File: src/rtl/vta_mem_pkg.sv
// Shared types and encodings for the VTA AXI-to-DPI memory bridge.
package vta_mem_pkg;

    typedef enum logic [2:0] {
        ST_IDLE    = 3'd0,
        ST_RD_REQ  = 3'd1,
        ST_RD_DATA = 3'd2,
        ST_WR_REQ  = 3'd3,
        ST_WR_DATA = 3'd4,
        ST_WR_RESP = 3'd5
    } state_t;

    localparam logic MEM_OP_RD = 1'b0;
    localparam logic MEM_OP_WR = 1'b1;

    localparam logic [1:0] RESP_OKAY   = 2'b00;
    localparam logic [1:0] RESP_SLVERR = 2'b10;

endpackage

File: src/rtl/vta_axi_mem_bridge.sv
// AXI4 slave bridge turning single outstanding bursts into DPI req/wr/rd-beat traffic.
// Optional round-robin AR/AW arbitration in IDLE when VTA_MEM_BRIDGE_RR_EN is defined.
module vta_axi_mem_bridge
    import vta_mem_pkg::*;
#(
    parameter int unsigned LEN_BITS  = 8,
    parameter int unsigned ADDR_BITS = 64,
    parameter int unsigned DATA_BITS = 64
) (
    input  logic                 clock,
    input  logic                 reset,
    input  logic                 axi_aw_valid,
    output logic                 axi_aw_ready,
    input  logic [ADDR_BITS-1:0] axi_aw_addr,
    input  logic [LEN_BITS-1:0]  axi_aw_len,
    input  logic                 axi_w_valid,
    output logic                 axi_w_ready,
    input  logic [DATA_BITS-1:0] axi_w_data,
    input  logic                 axi_w_last,
    output logic                 axi_b_valid,
    input  logic                 axi_b_ready,
    output logic [1:0]           axi_b_resp,
    input  logic                 axi_ar_valid,
    output logic                 axi_ar_ready,
    input  logic [ADDR_BITS-1:0] axi_ar_addr,
    input  logic [LEN_BITS-1:0]  axi_ar_len,
    output logic                 axi_r_valid,
    input  logic                 axi_r_ready,
    output logic [DATA_BITS-1:0] axi_r_data,
    output logic [1:0]           axi_r_resp,
    output logic                 axi_r_last,
    output logic                 dpi_req_valid,
    output logic                 dpi_req_opcode,
    output logic [LEN_BITS-1:0]  dpi_req_len,
    output logic [ADDR_BITS-1:0] dpi_req_addr,
    output logic                 dpi_wr_valid,
    output logic [DATA_BITS-1:0] dpi_wr_bits,
    input  logic                 dpi_rd_valid,
    input  logic [DATA_BITS-1:0] dpi_rd_bits,
    output logic                 dpi_rd_ready
);

    state_t                state, state_nxt;
    logic                  armed;
    logic                  live;
    logic                  wr_first;
    logic                  rd_go, wr_go, rd_fire, wr_fire;
    logic                  cnt_zero;
    logic [LEN_BITS-1:0]   cnt;
    logic [LEN_BITS-1:0]   len_q;
    logic [ADDR_BITS-1:0]  addr_q;
    logic                  op_q;
    logic                  err_q;

    // Handshake outputs stay quiet while in reset and for one cycle afterwards.
    assign live     = armed && !reset;
    assign cnt_zero = (cnt == '0);

`ifdef VTA_MEM_BRIDGE_RR_EN
    logic wr_first_q;

    // Priority flips to the other channel after every grant.
    always_ff @(posedge clock) begin
        if (reset) begin
            wr_first_q <= 1'b0;
        end else if (rd_go) begin
            wr_first_q <= 1'b1;
        end else if (wr_go) begin
            wr_first_q <= 1'b0;
        end
    end

    assign wr_first = wr_first_q;
`else
    assign wr_first = 1'b0;
`endif

    always_ff @(posedge clock) begin
        if (reset) begin
            state <= ST_IDLE;
        end else begin
            state <= state_nxt;
        end
    end

    always_comb begin
        state_nxt      = state;
        axi_ar_ready   = 1'b0;
        axi_aw_ready   = 1'b0;
        axi_w_ready    = 1'b0;
        axi_b_valid    = 1'b0;
        axi_b_resp     = err_q ? RESP_SLVERR : RESP_OKAY;
        axi_r_valid    = 1'b0;
        axi_r_data     = dpi_rd_bits;
        axi_r_resp     = RESP_OKAY;
        axi_r_last     = 1'b0;
        dpi_req_valid  = 1'b0;
        dpi_req_opcode = op_q;
        dpi_req_len    = len_q;
        dpi_req_addr   = addr_q;
        dpi_wr_valid   = 1'b0;
        dpi_wr_bits    = axi_w_data;
        dpi_rd_ready   = 1'b0;
        rd_go          = 1'b0;
        wr_go          = 1'b0;
        rd_fire        = 1'b0;
        wr_fire        = 1'b0;
        if (live) begin
            case (state)
                ST_IDLE: begin
                    axi_ar_ready = !(wr_first && axi_aw_valid);
                    axi_aw_ready = !(!wr_first && axi_ar_valid);
                    rd_go        = axi_ar_valid && axi_ar_ready;
                    wr_go        = axi_aw_valid && axi_aw_ready;
                    if (rd_go) begin
                        state_nxt = ST_RD_REQ;
                    end else if (wr_go) begin
                        state_nxt = ST_WR_REQ;
                    end
                end
                ST_RD_REQ: begin
                    dpi_req_valid = 1'b1;
                    state_nxt     = ST_RD_DATA;
                end
                ST_RD_DATA: begin
                    axi_r_valid  = dpi_rd_valid;
                    axi_r_last   = cnt_zero;
                    dpi_rd_ready = axi_r_ready;
                    rd_fire      = dpi_rd_valid && axi_r_ready;
                    if (rd_fire && cnt_zero) begin
                        state_nxt = ST_IDLE;
                    end
                end
                ST_WR_REQ: begin
                    dpi_req_valid = 1'b1;
                    state_nxt     = ST_WR_DATA;
                end
                ST_WR_DATA: begin
                    axi_w_ready  = 1'b1;
                    dpi_wr_valid = axi_w_valid;
                    wr_fire      = axi_w_valid;
                    if (wr_fire && cnt_zero) begin
                        state_nxt = ST_WR_RESP;
                    end
                end
                ST_WR_RESP: begin
                    axi_b_valid = 1'b1;
                    if (axi_b_ready) begin
                        state_nxt = ST_IDLE;
                    end
                end
                default: state_nxt = ST_IDLE;
            endcase
        end
    end

    // Request capture, beat counter and write-error latch.
    always_ff @(posedge clock) begin
        if (reset) begin
            armed  <= 1'b0;
            cnt    <= '0;
            len_q  <= '0;
            addr_q <= '0;
            op_q   <= MEM_OP_RD;
            err_q  <= 1'b0;
        end else begin
            armed <= 1'b1;
            if (rd_go) begin
                addr_q <= axi_ar_addr;
                len_q  <= axi_ar_len;
                op_q   <= MEM_OP_RD;
            end else if (wr_go) begin
                addr_q <= axi_aw_addr;
                len_q  <= axi_aw_len;
                op_q   <= MEM_OP_WR;
            end
            if (state == ST_RD_REQ || state == ST_WR_REQ) begin
                cnt <= len_q;
            end else if ((rd_fire || wr_fire) && !cnt_zero) begin
                cnt <= cnt - LEN_BITS'(1);
            end
            // The beat count decides the burst end; a misplaced w_last only flags an error.
            if (wr_fire && (axi_w_last != cnt_zero)) begin
                err_q <= 1'b1;
            end else if (axi_b_valid && axi_b_ready) begin
                err_q <= 1'b0;
            end
        end
    end

endmodule
File: config.mk
export PLATFORM = sky130hd
export DESIGN_NAME = vta_axi_mem_bridge
export DESIGN_NICKNAME = d
export VERILOG_FILES = /design/src/rtl/vta_mem_pkg.sv /design/src/rtl/vta_axi_mem_bridge.sv
export SDC_FILE = /design/constraint.sdc
export NUM_CORES = 1
export LEC_CHECK = 0
export BUFFER_PORTS_ARGS = -buffer_cell sky130_fd_sc_hd__buf_2
export CORE_AREA = 2 2 192 194
export DETAILED_ROUTE_END_ITERATION = 10
export DIE_AREA = 0 0 194 196
export PLACE_DENSITY = 0.4
export REMOVE_ABC_BUFFERS = 1
export SYNTH_ARGS = -nofsm -noshare
export SYNTH_HDL_FRONTEND = slang
export SYNTH_SLANG_ARGS = --single-unit
File: constraint.sdc
create_clock -name clock -period 2.5 [get_ports clock]
set_clock_uncertainty 0.05 [all_clocks]
set_input_delay 0.25 -clock clock [delete_from_list [all_inputs] [get_ports clock]]
set_output_delay 0.25 -clock clock [all_outputs]
set_load 0.05 [all_outputs]
==> qor.yml <==
final_cell_mix: "235 x buf_2, 86 x dfxtp_1, 82 x o21ai_0"
pwr-share-clk_pct: 36.6
maxSlewHeadroom_pct: 64.01
place_ws_ns: 0.2842
drtPass1Iterations: 4
first_global_vias: 4150
timing.final.hold_violations: 0
ant_nets: 0
grt.overflow.total: 0
cpMaxStageDelayCell: "dfxtp_1"
setup_ws_ns: 0.2250
post_cts_buffers: 0
synth_area_per_cell_um2: 8.708
grt_pass1_wl_um: 45910
synthDistinctLibCells: 43
switching_share_pct: 33.63
n_fill_cell: 4111
clkLatencyLatePin_ns: 0.35
power_density_nw_per_um2: 642.4
synth_enable_flop_cells: 0
leakage_nw: 3.063
synthFlopType: "dfxtp_1"
drtIter0Drc: 220
die_x_um: 194
cts_max_path_buffers: 2
netSwitchingPower_mw: 1.299
wirelength_um: 36940
num_antenna_cells: 0
drcViolationCount: 0
ys_warn_count: 0
die_y_um: 196
portBuffers: 235
clk_pin_slew_ns: 0.07
syn_to_final_growth_pct: 21.93
cp_cell_sequence: "nor3b_1, nand3_1, inv_1, buf_4, buf_2"
synth-seq-cells: 86
total_power_mw: 3.861
cp.arrival_ns: 1.97
routedWlPerCell_um: 32.72
fin_nets: 939
htree_levels: 3
cp_top_family: "simple AND/OR/NAND/NOR gates"
core_um2: 36080
ctsResizeCount: 0
min_period_ns: 2.275
dp.cells: 1113
cts_tree: "done"
hold_buffers: 0
max_freq_mhz: 439.6
p_int_mw: 2.562
via_count: 4400
row_count: 70
instances_no_fill: 1129
final_layout_size_suffix_gt1_share_pct: 41.00
max_stage_delay_ns: 0.50
final-setup-viol-count: 0
vias_per_cell: 3.897
grt_antenna_before_repair: 0
dieArea_um2: 38020
start_util_pct: 13.66
outcome: "completed"
synthArstFlopShare_pct: 0
rsz0062_at_grt: "no"
tightest_slew_ns: 0.5399
gp_congestion: 0.8792
drv_slew: 0
worstHoldPathType: "in2reg"
critPathCaptureType: "output port"
io_pins: 495
synth-seq-area-share_pct: 34.93
maxCapViolations: 0
power_frac_comb_pct: 23.9
pwr-share-seq_pct: 39.5
path_max_fanout: 11
critical_path_class: "reg2out"
syn-cell-area_um2: 4928
dp_hpwl_um: 32810
grt_max_degree: 69
grt_usage_pct: 18.92
required_ns: 2.20
peakVddDrop_uv: 292.9
period_share_pct: 91.00
cts_made_buffers: 9
clock-root-buffer: "clkbuf_16"
cp-start-kind: "flop"
cp.buffers_inverters: 3
final_common_cell: "buf_2"
netlist_instances: 566
cts_sinks: 86
## registers in the layout (all words and copies together) (netlist names)
signal	count
dpi_req_addr	64
cnt	8
dpi_req_len	8
state	3
armed	1
dpi_req_opcode	1
err_q	1
## power groups by stage
stage / clock [mW] / sequential, mW / combinational [mW]
6_report: 1.41 / 1.53 / 0.923
5_1_grt: 1.53 / 1.54 / 0.996
4_1_cts: 1.48 / 1.53 / 0.934
3_5_place_dp: 0 / 1.56 / 0.932
3_3_place_gp: 0 / 1.56 / 0.935
2_1_floorplan: 0 / 1.84 / 0.298
## cell families (layout without fill, tap and decap cells)
logic type      count (synthesis)  in the layout  synth area share (%)
flops                          86             86                 34.93
compound gates                179            179                 19.27
simple gates                   43             43                 5.153
other cells                     1              3               0.07609
mux                            73             73                 14.83
xor+xnor                        6              6                 1.066
fa+ha+maj                       2              2                0.5077
buf+inv                       176            269                 24.17
## Yosys cell counts, drive strengths merged, types with 2 or more instances
cell	n	area share [%]
a31oi	2	0.25
nand3b	2	0.30
xnor2	5	0.89
nor3	5	0.71
or3	3	0.48
nor2	8	0.61
o2111ai	2	0.36
nor3b	3	0.46
nand2	6	0.46
buf	151	22
inv	5	0.38
o21ai	82	8.3
a211oi	3	0.46
nand2b	4	0.51
ha	2	0.51
and2	2	0.25
o211ai	2	0.30
dfxtp	86	35
a21oi	80	8.1
nand3	3	0.30
o31ai	2	0.30
nor2b	2	0.25
mux2i	73	15
clkbuf	19	1.4
## through the flow
step,setup TNS [ns],utilization (%),cell area [µm²],hold slack [ns]
after global placement,0,15.82,5709,0.4439
after CTS,0,16.65,6010,0.1095
after floorplan,-151.34,-,3767,0.2691
final,0,16.65,6010,0.1324
after detailed placement,0,15.82,5709,0.4443
after global routing,0,16.65,6010,0.1128
## layout make-up
| type | count | area, µm² | area share, % |
|---|---|---|---|
| Timing Repair Buffer | 247 | 1341 | 22.32 |
| Tap cell | 468 | 585.6 | 9.744 |
| Inverter | 6 | 22.52 | 0.3748 |
| Sequential cell | 86 | 1722 | 28.65 |
| Clock buffer | 10 | 239.0 | 3.977 |
| Clock inverter | 6 | 61.31 | 1.020 |
| Multi-Input combinational cell | 306 | 2038 | 33.92 |
## routing by layer
layer	global-route usage, %	wire length [µm]	vias up
met5	4.215	226	-
met4	3.704	583	4
met3	31.08	12850	30
met2	27.14	15030	501
met1	11.86	8255	1837
li1	-	-	2028
## worst paths after layout
kind	start	endpoint	slack, ns	cells after the start
setup / recovery	state[2]	dpi_wr_valid	0.23	5
hold / removal	axi_ar_addr[15]	dpi_req_addr[15]	0.13	3
setup reg to reg	state[2]	cnt[7]	0.34	6
hold reg to reg	cnt[7]	cnt[7]	0.45	2
## worst reg2reg max path, cell delays in order (launching register included)
cell,delay (ns)
dfxtp_1,0.50
nor3b_1,0.34
nand3_1,0.26
inv_1,0.13
o2111ai_1,0.21
or4_1,0.44
a31oi_1,0.16
(Power assumes the default switching activity.)
